<file path="config.mk">
export PLATFORM = sky130hd
export DESIGN_NAME = hazard_ctrl
export DESIGN_NICKNAME = d
export VERILOG_FILES = /design/src/rtl/hazard_ctrl.sv
export SDC_FILE = /design/constraint.sdc
export NUM_CORES = 1
export LEC_CHECK = 0
export CORE_ASPECT_RATIO = 0.7
export CORE_MARGIN = 1.5
export CORE_UTILIZATION = 42
export DETAILED_ROUTE_END_ITERATION = 6
export GPL_ROUTABILITY_DRIVEN = 1
export PLACE_DENSITY = 0.77
export SYNTH_ARGS = -nofsm -noshare
export SYNTH_HDL_FRONTEND = slang
export SYNTH_SLANG_ARGS = --single-unit
</file>
<file path="constraint.sdc">
create_clock -name clk -period 2.25 [get_ports clk]
set_clock_uncertainty 0.15 [all_clocks]
set_input_delay 0.45 -clock clk [delete_from_list [all_inputs] [get_ports clk]]
set_output_delay 0.45 -clock clk [all_outputs]
set_load 0.02 [all_outputs]
</file>
<file path="src/rtl/hazard_ctrl.sv">
`default_nettype none

`ifndef ASIZE
`define ASIZE 5
`endif

// ============================================================================
// Module   : hazard_ctrl
// Purpose  : Pipeline hazard detection and stall control. Detects load-use,
//            branch-after-ALU and branch-after-load hazards against the
//            instruction in ID, freezes PC/IF-ID and bubbles ID/EXE while
//            stalled, squashes IF/ID on a taken branch and keeps a saturating
//            count of stalled cycles.
// Revision : 1.0 - initial release
// ----------------------------------------------------------------------------
// Ports
//   clk               in   pipeline clock
//   rst               in   asynchronous active-low reset
//   rs_IF_ID/rt_IF_ID in   source registers of the ID instruction
//   rd_ID_EXE         in   destination of the EXE instruction
//   wen_ID_EXE        in   EXE instruction writes the register file
//   mem_read_ID_EXE   in   EXE instruction is a load
//   rd_EXE_MEM        in   destination of the MEM instruction
//   mem_read_EXE_MEM  in   MEM instruction is a load
//   branch_ID         in   ID instruction is a branch resolved in ID
//   take_branch       in   ID branch resolved taken
//   cnt_clr           in   synchronous clear of stall_cycles
//   pc_wen/if_id_wen  out  PC and IF/ID write enables
//   bubble_ID_EXE     out  zero control fields entering ID/EXE
//   flush_IF_ID       out  squash the IF/ID instruction
//   stall_cycles      out  saturating stalled-cycle count
// ============================================================================
module hazard_ctrl #(
    parameter int ASIZE = `ASIZE,
    parameter int CNT_W = 16
) (
    input  logic             clk,
    input  logic             rst,
    input  logic [ASIZE-1:0] rs_IF_ID,
    input  logic [ASIZE-1:0] rt_IF_ID,
    input  logic [ASIZE-1:0] rd_ID_EXE,
    input  logic             wen_ID_EXE,
    input  logic             mem_read_ID_EXE,
    input  logic [ASIZE-1:0] rd_EXE_MEM,
    input  logic             mem_read_EXE_MEM,
    input  logic             branch_ID,
    input  logic             take_branch,
    input  logic             cnt_clr,
    output logic             pc_wen,
    output logic             if_id_wen,
    output logic             bubble_ID_EXE,
    output logic             flush_IF_ID,
    output logic [CNT_W-1:0] stall_cycles
);

    localparam logic [0:0]       c_RUN     = 1'b0;
    localparam logic [0:0]       c_STALL   = 1'b1;
    localparam logic [CNT_W-1:0] c_CNT_MAX = {CNT_W{1'b1}};

    logic [0:0]       r_state;
    logic [0:0]       w_state_nxt;
    logic [1:0]       r_rem;
    logic [1:0]       w_rem_nxt;
    logic [CNT_W-1:0] r_stall_cycles;

    logic       w_match_exe;
    logic       w_match_mem;
    logic [1:0] w_need;
    logic       w_stall;

    // Register 0 is hard-wired to zero, so it never creates a dependency.
    assign w_match_exe = (rd_ID_EXE != '0) &&
                         ((rd_ID_EXE == rs_IF_ID) || (rd_ID_EXE == rt_IF_ID));
    assign w_match_mem = (rd_EXE_MEM != '0) &&
                         ((rd_EXE_MEM == rs_IF_ID) || (rd_EXE_MEM == rt_IF_ID));

    // A branch waiting on a load still in EXE needs the load to reach WB-side
    // forwarding, hence two bubbles; every other hazard needs one.
    always_comb begin
        w_need = 2'd0;
        if (branch_ID && mem_read_ID_EXE && w_match_exe) begin
            w_need = 2'd2;
        end else if ((mem_read_ID_EXE && w_match_exe) ||
                     (branch_ID && wen_ID_EXE && !mem_read_ID_EXE && w_match_exe) ||
                     (branch_ID && mem_read_EXE_MEM && w_match_mem)) begin
            w_need = 2'd1;
        end
    end

    always_ff @(posedge clk or negedge rst) begin
        if (!rst) begin
            r_state <= c_RUN;
            r_rem   <= 2'd0;
        end else begin
            r_state <= w_state_nxt;
            r_rem   <= w_rem_nxt;
        end
    end

    // Stall in RUN is combinational so the very cycle of detection is frozen;
    // STALL covers only the extra cycles and ignores the hazard inputs.
    always_comb begin
        w_state_nxt = r_state;
        w_rem_nxt   = r_rem;
        w_stall     = 1'b0;
        case (r_state)
            c_RUN: begin
                w_stall = (w_need != 2'd0);
                if (w_need == 2'd2) begin
                    w_state_nxt = c_STALL;
                    w_rem_nxt   = 2'd1;
                end
            end
            c_STALL: begin
                w_stall   = 1'b1;
                w_rem_nxt = r_rem - 2'd1;
                if (r_rem <= 2'd1) begin
                    w_state_nxt = c_RUN;
                    w_rem_nxt   = 2'd0;
                end
            end
            default: begin
                w_state_nxt = c_RUN;
                w_rem_nxt   = 2'd0;
            end
        endcase
    end

    always_ff @(posedge clk or negedge rst) begin
        if (!rst) begin
            r_stall_cycles <= '0;
        end else if (cnt_clr) begin
            r_stall_cycles <= '0;
        end else if (w_stall && (r_stall_cycles != c_CNT_MAX)) begin
            r_stall_cycles <= r_stall_cycles + 1'b1;
        end
    end

    assign pc_wen        = !w_stall;
    assign if_id_wen     = !w_stall;
    assign bubble_ID_EXE = w_stall;
    // The branch outcome is computed from operands that are not valid yet
    // while stalled, so a taken indication then must not squash IF/ID.
    assign flush_IF_ID   = take_branch && !w_stall;
    assign stall_cycles  = r_stall_cycles;

endmodule

`default_nettype wire

</file>
# Yosys cells after proc, flatten, opt, wreduce, memory -nomap -nowiden
# Cells that the tools add are included.
# word_totals
input_bits	28
register_bits	19
out_inout_bits	20
wordCells	47
# classes
magnitude_cmp	1
muxes	11
n_reduce_logical	22
eq_ne	7
n_addsub	2
n_bitwise	1
# ops
op	n
$mux 16	2
$eq 5x5->1	4
$add 16x1->16 const B	1
$ne 16x16->1 const B	1
$logic_and 1x1->1	12
$reduce_bool 5->1	2
$mux 2	3
$logic_or 1x1->1	4
$pmux 1 s2	2
$pmux 2 s2	1
$reduce_bool 2->1	2
$mux 1	3
$eq 2x2->1 const B	1
$le 2x1->1 const B	1
$logic_not 1->1	2
$ne 2x2->1 const B	1
$sub 2x1->2 const B	1
$not 1->1	1

# Logic depth before layout (Yosys ltp)
# Gate-level depths: netlist (run 1).
# logic_depth
ltp_word	13
mapped_depth	7
mapped_depth_nobuf	7

# Worst setup path after synthesis (run 1)
# Ideal clock, no wire load.
# synth_timing
path_kind	input port to output port
startpoint	input rd_EXE_MEM[1]
endpoint	output pc_wen
stages	6
t_arrival_ns	2.049
path_buffers	1
path_slack_ns	-0.399
t_required_ns	1.650
path_cell_list	or4_1 > o211ai_2 > inv_2 > a32o_1 > nor2_1 > buf_4
# synth_via
elab_chain_len	10
elab_cells_between_ends	12
cone_classes	eq/ne (2); mux (3); reduce/logical (7)
# synth_lines
item	line_no	text
from (decl)	44	input logic [ASIZE-1:0] rd_EXE_MEM,
$eq 5x5->1	75	((rd_EXE_MEM == rs_IF_ID) || (rd_EXE_MEM == rt_IF_ID));
$logic_or 1x1->1	75	
$logic_and 1x1->1 (*)	74	assign w_match_mem = (rd_EXE_MEM != '0) &&
$logic_and 1x1->1 (*)	85	(branch_ID && mem_read_EXE_MEM && w_match_mem)) begin
$logic_or 1x1->1 (*)	84	(branch_ID && wen_ID_EXE && !mem_read_ID_EXE && w_match_exe) ||
$mux 1 (*)	83	end else if ((mem_read_ID_EXE && w_match_exe) ||
$mux 2 (*)	81	if (branch_ID && mem_read_ID_EXE && w_match_exe) begin
$reduce_bool 2->1 (*)	108	w_stall = (w_need != 2'd0);
$pmux 1 s2 (*)	106	case (r_state)
$logic_not 1->1 (*)	-	
to (decl)	49	output logic pc_wen,
# Every way passes the cells marked *; elsewhere a longest branch is shown, timed or not.

# Worst setup path in the final report (run 1)
# layout_timing
startpoint	input rd_EXE_MEM[4]
endpoint	output bubble_ID_EXE
# layout_via
elab_chain_len	9
elab_cells_between_ends	11
cone_classes	eq/ne (2); mux (3); reduce/logical (6)
# layout_lines
item	line_no	text
$eq 5x5->1	75	
$logic_or 1x1->1	75	
$logic_and 1x1->1 (*)	74	
$logic_and 1x1->1 (*)	85	
$logic_or 1x1->1 (*)	84	
$mux 1 (*)	83	
$mux 2 (*)	81	
$reduce_bool 2->1 (*)	108	
$pmux 1 s2 (*)	106	
to (decl)	51	output logic bubble_ID_EXE,
# Marked as above.

==> summary.txt, run 1 <==
Outcome
  – Status: finished with violations
  – Failing checks: setup timing

Clocking
  – Reg clk slew, reported paths: 0.07 ns
  – CTS H-tree lvls: 1
  – Worst-Skew Late Latency: 0.26 ns
  – Clock Path Buffers: 2
  – TritonCTS Buffers: 3
  – CTS tree: yes
  – Clk Tree Root Cell: clkbuf_8
  – TritonCTS Sinks: 19

Pwr
  – Maximum VDD drop: approximately 0.32 mV
  – Pleak: 1.11 nW
  – Internal Power: 0.000629 W
  – Clk pwr share: 0.269
  – PwrDens: approximately 350 nW/um^2
  – Part of the power in registers: 0.399
  – Comb power frac: 0.332
  – P_sw: 0.000277 W
  – Switching part of the total: 0.306
  – Total power: 0.000906 W

Drt
  – Via count: 1743
  – Routed WL: ~5.8 mm
  – Post-DRT Antenna Nets: 0
  – Vias per cell: 5.77
  – Initial DRC Count: 98
  – Drt first pass iters: 7
  – Post-route DRC: 0
  – Routed len/inst: 19.0 um

Critical path
  – CP max stage delay: 0.52 ns
  – FF-to-FF setup slack: 0 ns
  – Reg2reg end: stall_cycles[13]
  – Slowest CP cell: or4_4
  – CP endpoint kind: primary output
  – CP Capture Point: bubble_ID_EXE
  – Buf/Inv on CP: 4
  – Critical path class: in2out
  – Critical-path maximum fanout: 3
  – Cell Chain, Critical Path: buf_6, or4_4, o211ai_2, inv_2, a32o_2, nor2_4, inv_2, buf_6
  – CP arrival: roughly 1.9 ns
  – CP required: approximately 1.7 ns
  – Delay-heaviest family, CP: simple AND/OR/NAND/NOR gates
  – CP Depth: 8
  – Critical Path Source Type: primary input
  – Worst Setup SP: rd_EXE_MEM[4]
  – RR Startpoint: stall_cycles[11]
  – R2r worst-path depth: 7

Placement
  – Post-Place Worst Slack: -1.05 ns
  – GPL Wtd Cong: roughly 0.9
  – I/O Buffers: 47
  – DP Area: 2300 um^2
  – Detail Placement HPWL: 3.53 mm

Synth
  – Yosys top cell area share: 0.316
  – YS warnings: 0
  – Synthesized flop and latch total: 19
  – Synth async-reset ratio: 1.00
  – Yosys cell types: 39
  – Synthesized Nets: 197
  – Register area share after synthesis: 0.316
  – Largest area contributor in the netlist: dfrtp_1
  – Post-synth top flop: dfrtp_1
  – Mapped Cells: 168
  – Synth top cells by count: dfrtp_1, xnor2_1, a21oi_1, nor2_1, nand3_1
  – EDFF count, synth: 0
  – Most common cell in the synthesized netlist: dfrtp_1
  – Top post-synthesis cells by area: dfrtp_1, xnor2_1, mux2_1
  – Cell Area, Synth: 1510 um^2
  – Average size of a mapped cell: 8.96 um^2

Final layout
  – Ant diodes: 0
  – Synthesis-to-finish area growth: 73.4%
  – Total Nets Final: roughly 290
  – Layout cells sized above 1: 0.486
  – Fill count: ~200
  – Sequential cell area: roughly 480 um^2
  – Final instance area: 2610 um^2
  – Area of the multi-input gates: 1260 um^2

STA
  – RSZ-0062 raised after global routing: true
  – Least-Margin Pin Slew: approximately 0.34 ns
  – Max Fclk: around 400 MHz
  – Setup TNS: -1.42 ns
  – Final Hold Viols: 0
  – Post-route setup slack: -0.245 ns
  – Fin. max-slew vios: 0
  – Period Utilization, post-route: 1.11
  – Setup violators final: 9
  – Rel. slew slack: 0.769
  – Fin crit period: 2.49 ns

Die
  – Row cnt: 17
  – DIE HEIGHT: 53.1 um
  – Core area: approximately 3300 um^2
  – Initial core utilization: 0.460
  – Total Die Area: 3960 um^2
  – Die X: 74.6 um
  – Io pins: 48

Global routing
  – Vias in the first global route: roughly 1600
  – Initial antenna violation count: 0
  – Grt total ovfl: 0
  – Largest net degree at the start of global routing: 31
  – Tot GR Track Use: 0.278
  – First-pass GRT wire length: 7.95 mm

Flow run
  – Max-Cap Viols: 0

Hold path
  – Class of the worst hold path: in2async
[per-stage QoR]
stage / hold WS (ns) / instances / utilization
global route: 0.404 / 302 / 0.797
detailed placement: 0.354 / 293 / 0.703
global placement: 0.335 / 293 / 0.703
CTS: 0.377 / 300 / 0.753
finish: 0.379 / 302 / 0.797
floorplan: 0.00441 / 168 / -
[how the worst min path moves through the flow]
stage          slack (ns)  depth (start not counted)               to      from
2_1_floorplan       0.004                          0         r_rem[0]       rst
3_3_place_gp         0.34                          2          r_state  r_rem[1]
3_5_place_dp         0.35                          2          r_state  r_rem[1]
4_1_cts              0.38                          2          r_state  r_rem[1]
5_1_grt              0.40                          2          r_state  r_rem[1]
6_report             0.38                          2  stall_cycles[7]       rst
[cell usage in the layout, fill, tap and decap left out, types with 5 or more instances in the layout]
cell and instances:
inv_1 5, buf_2 9, mux2_4 9, a21oi_1 6
nor2b_1 13, buf_6 10, clkdlybuf4s50_1 23, buf_4 40
nand2_1 8, nor2_1 15, xnor2_1 8, a21oi_2 9
xnor2_2 10, nand3_1 11, dfrtp_1 18
[registers in the layout (all words and copies together), names as in the netlist]
register	count
stall_cycles	16
r_rem	2
r_state	1
[layer usage]
layer	up-vias	routed length, um	global-route usage
li1	770	-	-
met1	857	2460	0.380
met2	94	2750	0.470
met3	22	396	0.0476
met4	0	149	0.0424
met5	-	0	0
[cell families (layout without fill, tap and decap cells)]
logic type,after synthesis,after routing,synth area share
and+or+nand+nor,66,66,0.224
AOI/OAI and AO/OA,35,35,0.193
xor gates and xnor gates,20,20,0.116
DFF,19,19,0.316
muxes,14,14,0.107
buffers and inverters,13,100,0.0357
adders and majority gates,1,1,0.00831
[what timing repair did]
| item | CTS | global route |
|---|---|---|
| endpoints found under the hold margin | 0 | 0 |
| resized for setup | 110 | 46 |
| setup endpoints to repair | 20 | 19 |
| buffers inserted | 7 | 3 |
| pin swaps | 23 | 22 |
| cloned | 0 | 0 |
| hold buffers | 0 | 0 |
[power by group through the flow]
stage / clock network, W / logic, W / registers (W)
after floorplan: 0 / 0.000107 / 0.000366
after global placement: 0 / 0.000242 / 0.000365
after detailed placement: 0 / 0.000250 / 0.000367
after CTS: 0.000244 / 0.000271 / 0.000361
after global routing: 0.000258 / 0.000318 / 0.000362
final: 0.000244 / 0.000301 / 0.000361
[layout make-up]
class                      instances  area share
sequential                        19       0.183
clock buffer                       4      0.0173
multi-input combinational        136       0.482
tap                               47      0.0225
inverter                           7      0.0101
timing repair buffer              89       0.285
(Power assumes the default switching activity.)
==> inputs of run 2 (changes only) <==
--- a/config.mk
+++ b/config.mk
@@ -5,12 +5,13 @@
 export SDC_FILE = /design/constraint.sdc
 export NUM_CORES = 1
 export LEC_CHECK = 0
-export CORE_ASPECT_RATIO = 0.7
+export CORE_ASPECT_RATIO = 0.9
 export CORE_MARGIN = 1.5
 export CORE_UTILIZATION = 42
 export DETAILED_ROUTE_END_ITERATION = 6
 export GPL_ROUTABILITY_DRIVEN = 1
 export PLACE_DENSITY = 0.77
+export SKIP_LAST_GASP = 1
 export SYNTH_ARGS = -nofsm -noshare
 export SYNTH_HDL_FRONTEND = slang
 export SYNTH_SLANG_ARGS = --single-unit
==> run 2 against run 1 <==
The run still ends with setup timing left. Sequential share of layout area decreased by 0.23 points. Routed wire length down 18%. Utilization shrank 2.0 points. Combinational power is 1% higher. Count of clock-buffer cells in the layout fell by 1. Worst setup slack better by 0.020 ns. Critical path depth unchanged. Non-clock buffer count rose by 1. Global-route usage down 3.1 points. Largest power group unchanged.
==> summary.txt, run 2 (synthesis results as in run 1) <==
Drt
  – Vias per cell: 5.41
  – Via count: around 1600
  – Post-route DRC: 0
  – Drt first pass iters: 4
  – Routed len/inst: 15.7 um
  – Routed WL: 4.72 mm
  – Initial DRC Count: between 100 and 150
  – Post-DRT Antenna Nets: 0

Global routing
  – Largest net degree at the start of global routing: 31
  – Tot GR Track Use: 0.246
  – First-pass GRT wire length: 7.47 mm
  – Vias in the first global route: 1567
  – Grt total ovfl: 0
  – Initial antenna violation count: 0

Pwr
  – PwrDens: around 340 nW/um^2
  – Pleak: 1.13 nW
  – Maximum VDD drop: between 0.3 and 0.4 mV
  – Total power: 0.000901 W

Final layout
  – Max reg flops: 16
  – Synthesis-to-finish area growth: 75.6%
  – Ant diodes: 0
  – Layout cells sized above 1: 0.445
  – Commonest cells after routing, fill and taps aside: buf_4, clkdlybuf4s50_1, dfrtp_1
  – Final instance area: 2640 um^2
  – Total Nets Final: 286
  – Commonest non-fill, non-tap cell in the layout: buf_4
  – Final core occ: 0.777

Clocking
  – Hold Buf Count CTS: 0
  – TritonCTS Buffers: 3
  – TritonCTS Sinks: 19
  – Worst-Skew Late Latency: 0.26 ns
  – CTS tree: yes
  – CTS H-tree lvls: 1
  – Clock Path Buffers: 2
  – Clk Tree Root Cell: clkbuf_8
  – Reg clk slew, reported paths: 0.07 ns

Die
  – Total Die Area: 3950 um^2
  – Die X: 66.1 um
  – Io pins: 48
  – Row cnt: 20
  – Core area: roughly 3400 um^2
  – DIE HEIGHT: 59.8 um
  – Initial core utilization: 0.442

STA
  – Setup violators final: 8
  – Period Utilization, post-route: 1.10
  – Final Hold Viols: 0
  – Post-route setup slack: -0.225 ns
  – Max Fclk: 404 MHz
  – Rel. slew slack: 0.688
  – RSZ-0062 raised after global routing: true
  – Least-Margin Pin Slew: 0.467 ns
  – Fin. max-slew vios: 0
  – Fin crit period: 2.47 ns
  – WHS: between 0.3 and 0.4 ns

Placement
  – GPL Wtd Cong: around 0.86
  – Detail Placement HPWL: between 3 and 4 mm
  – I/O Buffers: 47
  – DP Area: roughly 2300 um^2

Critical path
  – Critical path class: in2out
  – Slowest CP cell: or4_4
  – CP arrival: ~1.9 ns
  – CP endpoint kind: primary output
  – CP required: around 1.7 ns
  – Cell Chain, Critical Path: buf_6, or4_4, o211ai_2, inv_2, a32o_2, nor2_4, inv_2, buf_6
  – Delay-heaviest family, CP: simple AND/OR/NAND/NOR gates
  – Critical-path maximum fanout: 3
  – Buf/Inv on CP: 4
  – Critical Path Source Type: primary input
  – CP max stage delay: roughly 0.52 ns

Outcome
  – Status: finished with violations
  – Failing checks: setup timing

Flow run
  – Max-Cap Viols: 0

Hold path
  – Class of the worst hold path: in2async
## run 2: changes by cell type in the layout (fill, tap and decap cells not counted), sizes merged
cell,delta
dlygate4sd2,+2
clkinv,+1
buf,-2
## run 2: routing by layer
metal  global-route usage  part of all wire
met1                0.352              0.46
met2                0.406              0.49
met3               0.0452             0.045
met4               0.0233            0.0076
met5                    0                 0
## run 2: worst paths after layout
check | from | endpoint | slack, ns | cells past startpoint
max reg2reg | stall_cycles[0] | stall_cycles[5] | 0.04 | 7
max in group asynchronous | rst | stall_cycles[7] | 1.07 | 2
min in group clk | r_rem[1] | r_state | 0.38 | 2
min | rst | stall_cycles[2] | 0.36 | 1
min reg2reg | r_rem[1] | r_state | 0.38 | 2
max | rd_EXE_MEM[4] | bubble_ID_EXE | -0.22 | 8
## run 2: report_power, final
part / total, W / switching (W) / internal [W]
sequential: 0.000359 / 0.00000644 / 0.000353
combinational: 0.000305 / 0.000142 / 0.000163
clock: 0.000237 / 0.000114 / 0.000123
## run 2: metrics by stage
step	cells	setup slack, ns	setup TNS, ns
after floorplan	168	-0.173	-0.500
after global placement	291	-1.02	-13.63
after detailed placement	291	-1.03	-14.02
after CTS	298	-0.230	-1.24
after global routing	300	-0.269	-1.67
final	300	-0.225	-1.21
## run 2: timing repair
item	CTS	global route
buffers inserted	3	3
endpoints found under the hold margin	0	0
pin swaps	18	20
endpoints found under the setup margin	20	19
resized for setup	98	46
## run 2: area by class of cell
type / instances / area [um^2]
Inverter: 7 / 26.3
Multi-Input combinational cell: 136 / 1250
Timing Repair Buffer: 90 / 788
Clock buffer: 3 / 41.3
Tap cell: 44 / 55.1
Fill cell: 232 / 759
Clock inverter: 1 / 5.00
Sequential cell: 19 / 477
## run 2: worst register-to-register path, delay by kind of cell, from the launching register on
family	cells	cell delay, ns
adder cells (fa/ha/maj)	1	0.21
multiplexers	1	0.33
AO/OA/AOI/OAI	3	0.61
flip-flops	1	0.37
AND/OR/NAND/NOR	2	0.43
==> inputs of run 3 (changes only) <==
--- a/config.mk
+++ b/config.mk
@@ -7,10 +7,11 @@
 export LEC_CHECK = 0
 export CORE_ASPECT_RATIO = 0.9
 export CORE_MARGIN = 1.5
-export CORE_UTILIZATION = 42
+export CORE_UTILIZATION = 57
 export DETAILED_ROUTE_END_ITERATION = 6
-export GPL_ROUTABILITY_DRIVEN = 1
-export PLACE_DENSITY = 0.77
+export DONT_BUFFER_PORTS = 1
+export GPL_ROUTABILITY_DRIVEN = 0
+export PLACE_DENSITY = 0.75
 export SKIP_LAST_GASP = 1
 export SYNTH_ARGS = -nofsm -noshare
 export SYNTH_HDL_FRONTEND = slang
==> run 3 against run 2 <==
The run still ends with setup timing left. Sequential cell count unchanged. First-iteration DRC count down 66%. Non-clock buffer count fell by 59. Maximum frequency rose by 5.1%. Combinational power shrank 51%. Design area is 31% lower. Total power down 25%. Die area decreased by 25%. Highest routed layer unchanged. Register-to-register slack gained 0.02 ns. Hold slack got worse by 0.31 ns. Largest power group unchanged. Final cell count decreased by 25%.
==> summary.txt, run 3 (synthesis results as in run 1) <==
Hold path
  – Class of the worst hold path: in2reg
  – Worst Hold End: stall_cycles[0]
  – HP Start: cnt_clr
  – WHS Path Cells: 1

STA
  – Setup TNS: -0.346 ns
  – Setup violators final: 4
  – RSZ-0062 raised after global routing: true
  – Rel. slew slack: 0.425
  – Period Utilization, post-route: 1.05
  – Max Fclk: 425 MHz
  – Fin. max-slew vios: 0
  – Post-route setup slack: -0.105 ns
  – Final Hold Viols: 0
  – Fin crit period: 2.36 ns
  – Least-Margin Pin Slew: 0.860 ns

Pwr
  – Pleak: approximately 0.79 nW
  – Maximum VDD drop: 0.354 mV
  – PwrDens: 371 nW/um^2

Drt
  – Vias per cell: 6.01
  – Post-DRT Antenna Nets: 0
  – Routed len/inst: around 16 um
  – Via count: approximately 1400
  – Post-route DRC: 0
  – Drt first pass iters: 4
  – Initial DRC Count: 42
  – Routed WL: 3.63 mm

Clocking
  – Worst-Skew Late Latency: 0.30 ns
  – Clock Path Buffers: 2
  – CTS tree: yes
  – TritonCTS Buffers: 3
  – Reg clk slew, reported paths: 0.11 ns
  – Clk Tree Root Cell: clkbuf_4
  – TritonCTS Sinks: 19
  – CTS H-tree lvls: 1

Final layout
  – Total Nets Final: 227
  – Commonest cells after routing, fill and taps aside: buf_4, xnor2_1, dfrtp_1
  – Commonest non-fill, non-tap cell in the layout: buf_4
  – Final core occ: 0.736
  – Max reg flops: 16
  – Ant diodes: 0
  – Fill count: 197
  – Layout cells sized above 1: 0.284
  – Area of the multi-input gates: 1020 um^2
  – Sequential cell area: about 480 um^2
  – Final instance area: 1830 um^2
  – Synthesis-to-finish area growth: 21.6%

Die
  – Total Die Area: 2960 um^2
  – Io pins: 48
  – DIE HEIGHT: 51.8 um
  – Initial core utilization: 0.605
  – Die X: 57.2 um
  – Row cnt: 17
  – Core area: 2490 um^2

Critical path
  – Critical-path maximum fanout: 3
  – Reg2reg end: stall_cycles[3]
  – CP required: 1.65 ns
  – FF-to-FF setup slack: 0.06 ns
  – R2r worst-path depth: 8
  – Critical path class: in2out
  – CP endpoint kind: primary output
  – RR Startpoint: stall_cycles[1]
  – CP arrival: around 1.8 ns
  – Worst Setup SP: rd_EXE_MEM[4]
  – Critical Path Source Type: primary input

Global routing
  – Largest net degree at the start of global routing: 31
  – Tot GR Track Use: 0.263
  – Grt total ovfl: 0
  – Initial antenna violation count: 0
  – Vias in the first global route: 1371
  – First-pass GRT wire length: 6.03 mm

Outcome
  – Status: finished with violations
  – Failing checks: setup timing

Flow run
  – Max-Cap Viols: 0

Placement
  – DP Area: 1730 um^2
  – I/O Buffers: 0
  – Detail Placement HPWL: 2.77 mm
  – Post-Place Worst Slack: -0.212 ns
run 3: per-layer routing:
metal	vias to the layer above	GRT usage	wire length [um]
met4	0	0.0698	31
met3	5	0.0572	187
met2	40	0.443	1750
met5	-	0	0
li1	655	-	-
met1	652	0.343	1660
run 3: final cells by class:
class                      count  share of cell area
multi-input combinational    136               0.558
tap                           28              0.0191
clock buffer                   3              0.0123
timing repair buffer          31               0.133
clock inverter                 1             0.00273
sequential                    19               0.260
inverter                       7              0.0144
run 3: where the power goes:
| part | total (W) | switching [W] | leakage, nW | internal, W |
|---|---|---|---|---|
| registers | 0.000357 | 0.00000488 | 0.261 | 0.000352 |
| logic | 0.000148 | 0.0000755 | 0.513 | 0.0000726 |
| clock network | 0.000174 | 0.000108 | 0.0177 | 0.0000661 |
run 3: repair_timing:
action	in CTS	in global routing
hold endpoints to repair	19	0
pin swaps	5	4
hold buffers	1	0
setup buffers	2	1
gates resized for setup	3	6
setup endpoints to repair	7	13
run 3: worst max path at each step:
stage                     depth (start not counted)  slack (ns)                to
after floorplan                                   6       -0.17            pc_wen
after global placement                            6       -0.14  stall_cycles[11]
after detailed placement                          6       -0.21  stall_cycles[11]
after CTS                                         6       -0.11         if_id_wen
after global routing                              6       -0.16         if_id_wen
final                                             6       -0.11         if_id_wen
run 3: critical path, cell delays in order:
cell,delay [ns]
or4_4,0.52
o211ai_2,0.19
inv_2,0.07
a32o_2,0.27
nor2_4,0.12
buf_6,0.13
run 3: per-stage QoR:
step	hold WS (ns)	cells	total power [W]
after floorplan	0.00441	168	0.000474
after global placement	0.00482	217	0.000490
after detailed placement	0.00488	217	0.000496
after CTS	0.0404	224	0.000681
after global routing	0.0336	225	0.000708
final	0.0490	225	0.000680
